===== config.mk =====
export PLATFORM = sky130hd
export DESIGN_NAME = alu_issue_ctrl_flat
export DESIGN_NICKNAME = d
export VERILOG_FILES = /design/src/rtl/alu_pkg.sv /design/src/rtl/alu_issue_ctrl_if.sv /design/src/rtl/alu_issue_ctrl.sv /design/src/flat_wrapper.sv
export SDC_FILE = /design/constraint.sdc
export NUM_CORES = 1
export LEC_CHECK = 0
export BUFFER_PORTS_ARGS = -buffer_cell sky130_fd_sc_hd__buf_2
export CAP_MARGIN = 10
export CORE_UTILIZATION = 40
export DETAILED_ROUTE_END_ITERATION = 10
export PLACE_DENSITY = 0.76
export SLEW_MARGIN = 20
export SYNTH_ARGS = -nofsm -noshare
export SYNTH_HDL_FRONTEND = slang
export SYNTH_SLANG_ARGS = --single-unit

===== constraint.sdc =====
create_clock -name clk -period 2.7 [get_ports clk]
set_input_delay 0.405 -clock clk [delete_from_list [all_inputs] [get_ports clk]]
set_output_delay 0.405 -clock clk [all_outputs]
set_load 0.03 [all_outputs]

===== src/rtl/alu_pkg.sv =====
// Definitions shared by the multiply/divide ALU and its issue controller.
package alu_pkg;

  // Flag bit positions. Bits at and above NUM_FLAGS are passed through.
  localparam int MUL_OVF   = 0;
  localparam int DIV_REM   = 1;
  localparam int DIV_ZERO  = 2;
  localparam int DIV_OVF   = 3;
  localparam int NUM_FLAGS = 4;

  // Opcodes. Any other value is a no-op.
  localparam int OP_DIV = 0;
  localparam int OP_MUL = 1;

  // Issue controller sequencing.
  typedef enum logic [1:0] {
    ST_IDLE = 2'd0,
    ST_WAIT = 2'd1,
    ST_RESP = 2'd2
  } issue_state_e;

endpackage


===== src/rtl/alu_issue_ctrl_if.sv =====
// Request/response channels between a requester and the ALU issue controller.
interface alu_issue_ctrl_if #(
  parameter int L = 16,
  parameter int P = 0
) ();
  logic         req_valid;
  logic         req_ready;
  logic [P:0]   req_op;
  logic [L-1:0] req_a;
  logic [L-1:0] req_b;
  logic         rsp_valid;
  logic         rsp_ready;
  logic [L-1:0] rsp_r;
  logic [L-1:0] rsp_flags;

  // Requester side.
  modport master (
    output req_valid, req_op, req_a, req_b, rsp_ready,
    input  req_ready, rsp_valid, rsp_r, rsp_flags
  );

  // Issue controller side.
  modport slave (
    input  req_valid, req_op, req_a, req_b, rsp_ready,
    output req_ready, rsp_valid, rsp_r, rsp_flags
  );
endinterface


===== src/rtl/alu_issue_ctrl.sv =====
// Sequential initiator for the combinational multiply/divide ALU: registers
// one operation, holds the ALU inputs for a settle window, captures the
// result and owns the sticky flags register fed back into the ALU.
module alu_issue_ctrl
  import alu_pkg::*;
#(
  parameter int L      = 16,
  parameter int P      = 0,
  parameter int SETTLE = 2
) (
  input  logic             clk,
  input  logic             rst_n,
  alu_issue_ctrl_if.slave  bus,
  input  logic             flags_clr,
  output logic [P:0]       alu_op,
  output logic [L-1:0]     alu_a,
  output logic [L-1:0]     alu_b,
  output logic [L-1:0]     alu_flags_in,
  input  logic [L-1:0]     alu_r,
  input  logic [L-1:0]     alu_flags_out,
  output logic [L-1:0]     flags
);

  // Counter loads SETTLE-1 on accept; capture happens on the edge it is 0.
  localparam logic [3:0] CNT_INIT = 4'(SETTLE - 1);

  issue_state_e state_q, state_d;
  logic [P:0]   op_q, op_d;
  logic [L-1:0] a_q, a_d;
  logic [L-1:0] b_q, b_d;
  logic [3:0]   cnt_q, cnt_d;
  logic [L-1:0] rsp_r_q, rsp_r_d;
  logic [L-1:0] rsp_flags_q, rsp_flags_d;
  logic [L-1:0] flags_q, flags_d;

  // Handshake outputs come straight from the state.
  assign bus.req_ready = (state_q == ST_IDLE);
  assign bus.rsp_valid = (state_q == ST_RESP);
  assign bus.rsp_r     = rsp_r_q;
  assign bus.rsp_flags = rsp_flags_q;

  // ALU inputs only ever come from registers so they are stable during WAIT.
  assign alu_op       = op_q;
  assign alu_a        = a_q;
  assign alu_b        = b_q;
  assign alu_flags_in = flags_q;
  assign flags        = flags_q;

  // Next-state and datapath selection.
  always_comb begin
    state_d     = state_q;
    op_d        = op_q;
    a_d         = a_q;
    b_d         = b_q;
    cnt_d       = cnt_q;
    rsp_r_d     = rsp_r_q;
    rsp_flags_d = rsp_flags_q;
    flags_d     = flags_q;

    // A clear is honoured in any state; the capture below overrides it.
    if (flags_clr) flags_d = '0;

    unique case (state_q)
      ST_IDLE: begin
        if (bus.req_valid) begin
          op_d    = bus.req_op;
          a_d     = bus.req_a;
          b_d     = bus.req_b;
          cnt_d   = CNT_INIT;
          state_d = ST_WAIT;
        end
      end
      ST_WAIT: begin
        if (cnt_q != 4'd0) begin
          cnt_d = cnt_q - 4'd1;
        end else begin
          rsp_r_d     = alu_r;
          rsp_flags_d = alu_flags_out;
          flags_d     = alu_flags_out;
          state_d     = ST_RESP;
        end
      end
      ST_RESP: begin
        if (bus.rsp_ready) state_d = ST_IDLE;
      end
      default: state_d = ST_IDLE;
    endcase
  end

  // State and datapath registers; reset aborts any operation in flight.
  always_ff @(posedge clk or negedge rst_n) begin
    if (!rst_n) begin
      state_q     <= ST_IDLE;
      op_q        <= '0;
      a_q         <= '0;
      b_q         <= '0;
      cnt_q       <= '0;
      rsp_r_q     <= '0;
      rsp_flags_q <= '0;
      flags_q     <= '0;
    end else begin
      state_q     <= state_d;
      op_q        <= op_d;
      a_q         <= a_d;
      b_q         <= b_d;
      cnt_q       <= cnt_d;
      rsp_r_q     <= rsp_r_d;
      rsp_flags_q <= rsp_flags_d;
      flags_q     <= flags_d;
    end
  end

endmodule

===== src/flat_wrapper.sv =====
// flat-port wrapper written by rule: the top's interface ports become plain ports
module alu_issue_ctrl_flat import alu_pkg::*;
#(
  parameter int L      = 16,
  parameter int P      = 0,
  parameter int SETTLE = 2
)
  (clk, rst_n, flags_clr, alu_op, alu_a, alu_b, alu_flags_in, alu_r, alu_flags_out, flags, bus_req_valid, bus_req_op, bus_req_a, bus_req_b, bus_rsp_ready, bus_req_ready, bus_rsp_valid, bus_rsp_r, bus_rsp_flags);
  alu_issue_ctrl_if #(.L(L), .P(P)) bus_i ();
  input  logic clk;
  input  logic rst_n;
  input  logic flags_clr;
  output logic [P:0] alu_op;
  output logic [L-1:0] alu_a;
  output logic [L-1:0] alu_b;
  output logic [L-1:0] alu_flags_in;
  input  logic [L-1:0] alu_r;
  input  logic [L-1:0] alu_flags_out;
  output logic [L-1:0] flags;
  input wire logic [$bits(bus_i.req_valid)-1:0] bus_req_valid;
  input wire logic [$bits(bus_i.req_op)-1:0] bus_req_op;
  input wire logic [$bits(bus_i.req_a)-1:0] bus_req_a;
  input wire logic [$bits(bus_i.req_b)-1:0] bus_req_b;
  input wire logic [$bits(bus_i.rsp_ready)-1:0] bus_rsp_ready;
  output wire logic [$bits(bus_i.req_ready)-1:0] bus_req_ready;
  output wire logic [$bits(bus_i.rsp_valid)-1:0] bus_rsp_valid;
  output wire logic [$bits(bus_i.rsp_r)-1:0] bus_rsp_r;
  output wire logic [$bits(bus_i.rsp_flags)-1:0] bus_rsp_flags;
  assign bus_i.req_valid = bus_req_valid;
  assign bus_i.req_op = bus_req_op;
  assign bus_i.req_a = bus_req_a;
  assign bus_i.req_b = bus_req_b;
  assign bus_i.rsp_ready = bus_rsp_ready;
  assign bus_req_ready = bus_i.req_ready;
  assign bus_rsp_valid = bus_i.rsp_valid;
  assign bus_rsp_r = bus_i.rsp_r;
  assign bus_rsp_flags = bus_i.rsp_flags;
  alu_issue_ctrl #(.L(L), .P(P), .SETTLE(SETTLE)) u_core (.clk(clk), .rst_n(rst_n), .bus(bus_i), .flags_clr(flags_clr), .alu_op(alu_op), .alu_a(alu_a), .alu_b(alu_b), .alu_flags_in(alu_flags_in), .alu_r(alu_r), .alu_flags_out(alu_flags_out), .flags(flags));
endmodule

* Word level (Yosys, flattened, before mapping)
Index checks and enable logic that the tools add are counted.
Storage, ports and cells: register bits 87, input port bits 70, output and inout port bits 99, logic and storage cells 33
Operators by class: add/subtract/negate cells 1, eq/ne operators 6, muxes and demuxes 10, bitwise operators 1, reductions and logical operators 7
Operator list (number):
- two-way mux 16 bit | 3
- two-way mux 4 bit | 2
- one-hot mux 4 bit (2 select lines) | 1
- two-way mux 2 bit | 3
- != test 2 bit, second input constant | 3
- one-hot mux 2 bit (3 select lines) | 1
- AND reduction 3 bit | 2
- AND reduction 2 bit | 2
- nonzero test 4 bit | 1
- subtractor 4 x 1 -> 4 bit, second input constant | 1
- equality test 2 x 1 -> 1 bit, second input constant | 1
- equality test 2 bit, second input constant | 1
- logical NOT 2 bit | 1
- != test 2 x 1 -> 1 bit, second input constant | 1
- nonzero test 2 bit | 1
- NOT 1 bit | 1

* Logic depth before layout (Yosys ltp)
word-level depth 3, gate-level depth with buffers 6, gate-level depth less buffers 5

* Worst setup path after synthesis
No wires, ideal clock.
path kind reg-to-reg, start point reg u_core.cnt_q[0], end point reg u_core.rsp_r_q[0] (netlist: u_core.bus.rsp_r[0]), setup time 0.127 ns, arrival 1.621 ns, required time 2.573 ns, path slack 0.952 ns, stages on the path, launching flop included 7, buffers on the path 1, clock period less this slack 1.748 ns, cell sequence dfrtp_1 -> inv_1 -> ha_1 -> or3b_4 -> nor2_4 -> buf_6 -> mux2_1
On the way: cells in the longest elaborated chain, start to end 3
RTL lines:
- from (decl) | line alu_issue_ctrl.sv:31 | logic [3:0] cnt_q, cnt_d;
- from (signal assigned) | line alu_issue_ctrl.sv:106 | cnt_q <= cnt_d;
- nonzero test 4 bit | line alu_issue_ctrl.sv:74 | if (cnt_q != 4'd0) begin
- NOT 1 bit (no line)
- AND reduction 2 bit (no line)
- to (signal assigned) | line alu_issue_ctrl.sv:107 | rsp_r_q <= rsp_r_d;
- to (decl) | line alu_issue_ctrl.sv:32 | logic [L-1:0] rsp_r_q, rsp_r_d;
No other way between the ends. A chain may end at the register's enable or synchronous reset.

* Final worst setup path
start point reg u_core.cnt_q[0], end point reg u_core.rsp_r_q[10] (netlist: u_core.bus.rsp_r[10])
The elaborated chain is that of the path after synthesis.

==> out/results.txt <==
worst reg2reg path startpoint -> u_core.cnt_q[0]
Clk Latency, worst-skew pair -> 0.33 ns
synth warn -> 0
overall routing resource usage -> 16.2%
total I/O pin count -> 169
max_cap viols -> 0
Synth-to-Final Area Change -> 29.9%
post-synth cell types -> 28
total gr overflow -> 0
post-synthesis sequential area ratio -> 63.0%
Final Hold Viols -> 0
vias per cell -> 4.83
Post-Syn Area per Cell -> 15.3 µm²
Net Sw Power -> 0.00286 W
Clk pin slew, worst setup/hold paths -> 0.08 ns
final-layout fill cell count -> 730
WL final -> 6900 µm
most common cell after layout, fill and taps aside -> buf_2
DRT iter0 DRCs -> 92
WL/cell -> 14.0 µm
Peak VDD IR -> 0.696 mV
Num Clock Sinks -> 87
Mapped Area -> 0.00345 mm²
Rows -> 33
TritonCTS clock tree -> done
Post-DP Area -> 0.00430 mm²
H-tree depth -> 3
Yosys reg bits -> 87
DRC violations left -> 0
Setup TNS Final -> 0 ns
dpl cells -> 479
CP startpoint kind -> flop
port bufs -> 168
RSZ-0062 raised after global routing -> no
final-report setup violation count -> 0
P_int -> 0.00352 W
post-cts gate resize count -> 0
initial antenna violation count -> 0
status -> completed
critical path class -> reg -> reg
Final Instance Area -> 0.00448 mm²
Leak -> 2.32 nW
vias post-DR -> 2379
buffer depth of the longest clock path -> 2
Die W -> 94.9 µm
TritonRoute pass-1 iters -> 4
fin crit share -> 80.2%
Setup Skew -> 0.00730 ns
Nets -> 457
PwrDens -> 1420 mW/mm²
number of global-route vias before repair -> 2298
CTS root buf -> clkbuf_8
core area -> 0.00830 mm²
Worst setup EP type -> flop
largest net degree at the start of global routing -> 49
Pins Over Slew Limit -> 0
Worst EP required -> 2.92 ns
fmax -> 0.462 GHz
Die H -> 94.9 µm
Slew @ Worst Pin -> 0.604 ns
CTS buffer count -> 9
Mapped Cells -> 225
antenna fix cells -> 0
Worst EP arrival -> 2.39 ns
Post-Layout Cell Count -> 493
Final min period -> 2.16 ns
part of the power in the clock network -> 13.5%
ANT nets after route -> 0
relative slew slack -> 59.6%
initial core utilization -> 41.6%
Logic pwr share -> 51.0%
Switching Fraction -> 44.8%
Placer Congestion -> 0.772
first-pass GRT wire length -> 11000 µm
Detailed Place HPWL -> 5080 µm
Seq pwr share -> 35.5%
hold_ws -> 0.0646 ns
postcts setup bufs -> 0
hold buffer count at cts -> 0
Worst Path Max Fanout -> 21
most frequent cells in the layout -> buf_2 (167), dfrtp_1 (87), mux2_2 (51)
DIE AREA -> 0.00901 mm²
fraction of layout cells with a size suffix above 1 -> 63.4%
Tightest Hold Check Type -> in -> async
CP startpoint -> u_core.cnt_q[0]
Synthesized Nets -> 297
## registers in the layout, indices dropped and copies added (netlist names)
signal,count
u_core.bus.rsp_r,16
u_core.alu_a,16
u_core.bus.rsp_flags,16
u_core.alu_flags_in,16
u_core.alu_b,16
u_core.alu_op,1
u_core.state_q,2
u_core.cnt_q,4
## stage by stage
stage	total power, W	utilization, %	setup slack, ns
6_report	0.00638	54.0	0.536
5_1_grt	0.00677	54.0	0.440
4_1_cts	0.00646	54.0	0.538
3_5_place_dp	0.00558	51.8	0.558
3_3_place_gp	0.00548	51.8	0.659
2_1_floorplan	0.00472	-	0.952
## synthesized netlist by cell type
| cell type | instances | area [µm²] |
|---|---|---|
| dfrtp_1 | 87 | 2180 |
| mux2_2 | 51 | 574 |
| buf_4 | 19 | 143 |
| a22o_1 | 16 | 140 |
| mux2_1 | 14 | 158 |
| inv_1 | 4 | 15.0 |
| buf_2 | 3 | 15.0 |
| buf_6 | 3 | 33.8 |
| nor2_1 | 3 | 11.3 |
| nor3_1 | 3 | 15.0 |
| o21ai_0 | 3 | 15.0 |
| a21oi_1 | 2 | 10.0 |
| ha_1 | 2 | 25.0 |
| a211oi_1 | 1 | 7.51 |
| a31oi_1 | 1 | 6.26 |
| and4b_1 | 1 | 10.0 |
| mux2i_1 | 1 | 10.0 |
| nand2_1 | 1 | 3.75 |
| nand2_2 | 1 | 6.26 |
| nand2b_1 | 1 | 6.26 |
| nor2_4 | 1 | 11.3 |
| nor2b_2 | 1 | 8.76 |
| nor3b_1 | 1 | 7.51 |
| nor3b_2 | 1 | 12.5 |
| o31ai_1 | 1 | 7.51 |
| or2_2 | 1 | 6.26 |
| or3_1 | 1 | 6.26 |
| or3b_4 | 1 | 11.3 |
## power groups by stage
stage          clock network, W  registers (W)  logic (W)
2_1_floorplan                 0        0.00342    0.00130
3_3_place_gp                  0        0.00226    0.00322
3_5_place_dp                  0        0.00229    0.00329
4_1_cts                0.000897        0.00227    0.00329
5_1_grt                0.000942        0.00235    0.00347
6_report               0.000859        0.00227    0.00326
## per-layer routing
metal / share of wire [%] / up-vias / track usage, %
met4: 1.1 / 0 / 5.30
met3: 7.3 / 6 / 5.48
met2: 49 / 103 / 27.5
met1: 42 / 1174 / 19.1
met5: 0 / - / 0
li1: - / 1096 / -
## area by class of cell
type                    count  area [µm²]  share of cell area, %
clock buffers              10         138                   3.07
clock inverters             4        47.5                   1.06
inverters                   4        15.0                  0.335
multi-input cells         109        1070                   24.0
flip-flops and latches     87        2180                   48.5
well taps                 105         131                   2.93
repair buffers            174         901                   20.1
## final timing paths
check / slack, ns / cells after the start / to
worst max-delay path: 0.54 / 5 / u_core.bus.rsp_r[10]
worst min-delay path: 0.06 / 1 / u_core.alu_a[14]
worst max register to register: 0.54 / 5 / u_core.bus.rsp_r[10]
worst min register to register: 0.49 / 1 / u_core.bus.rsp_r[7]
max in group asynchronous: 2.00 / 2 / u_core.alu_a[15]
min in group clk: 0.25 / 2 / u_core.state_q[1]
## worst max-delay path, stage by stage (launching register included)
cell	delay, ns
dfrtp_1	0.43
inv_1	0.11
ha_1	0.20
or3b_4	0.42
nor2_4	0.48
mux2_2	0.40
## cells by family (layout without fill, tap and decap cells)
| kind of cell | count (synthesis) | after routing | share of synthesized area, % |
|---|---|---|---|
| buffers and inverters | 29 | 192 | 5.98 |
| flip-flops | 87 | 87 | 63.0 |
| AND/OR/NAND/NOR | 17 | 17 | 3.37 |
| multiplexers | 66 | 66 | 21.5 |
| adder cells (fa/ha/maj) | 2 | 2 | 0.725 |
| AO/OA/AOI/OAI | 24 | 24 | 5.40 |
(Power assumes the default switching activity.)
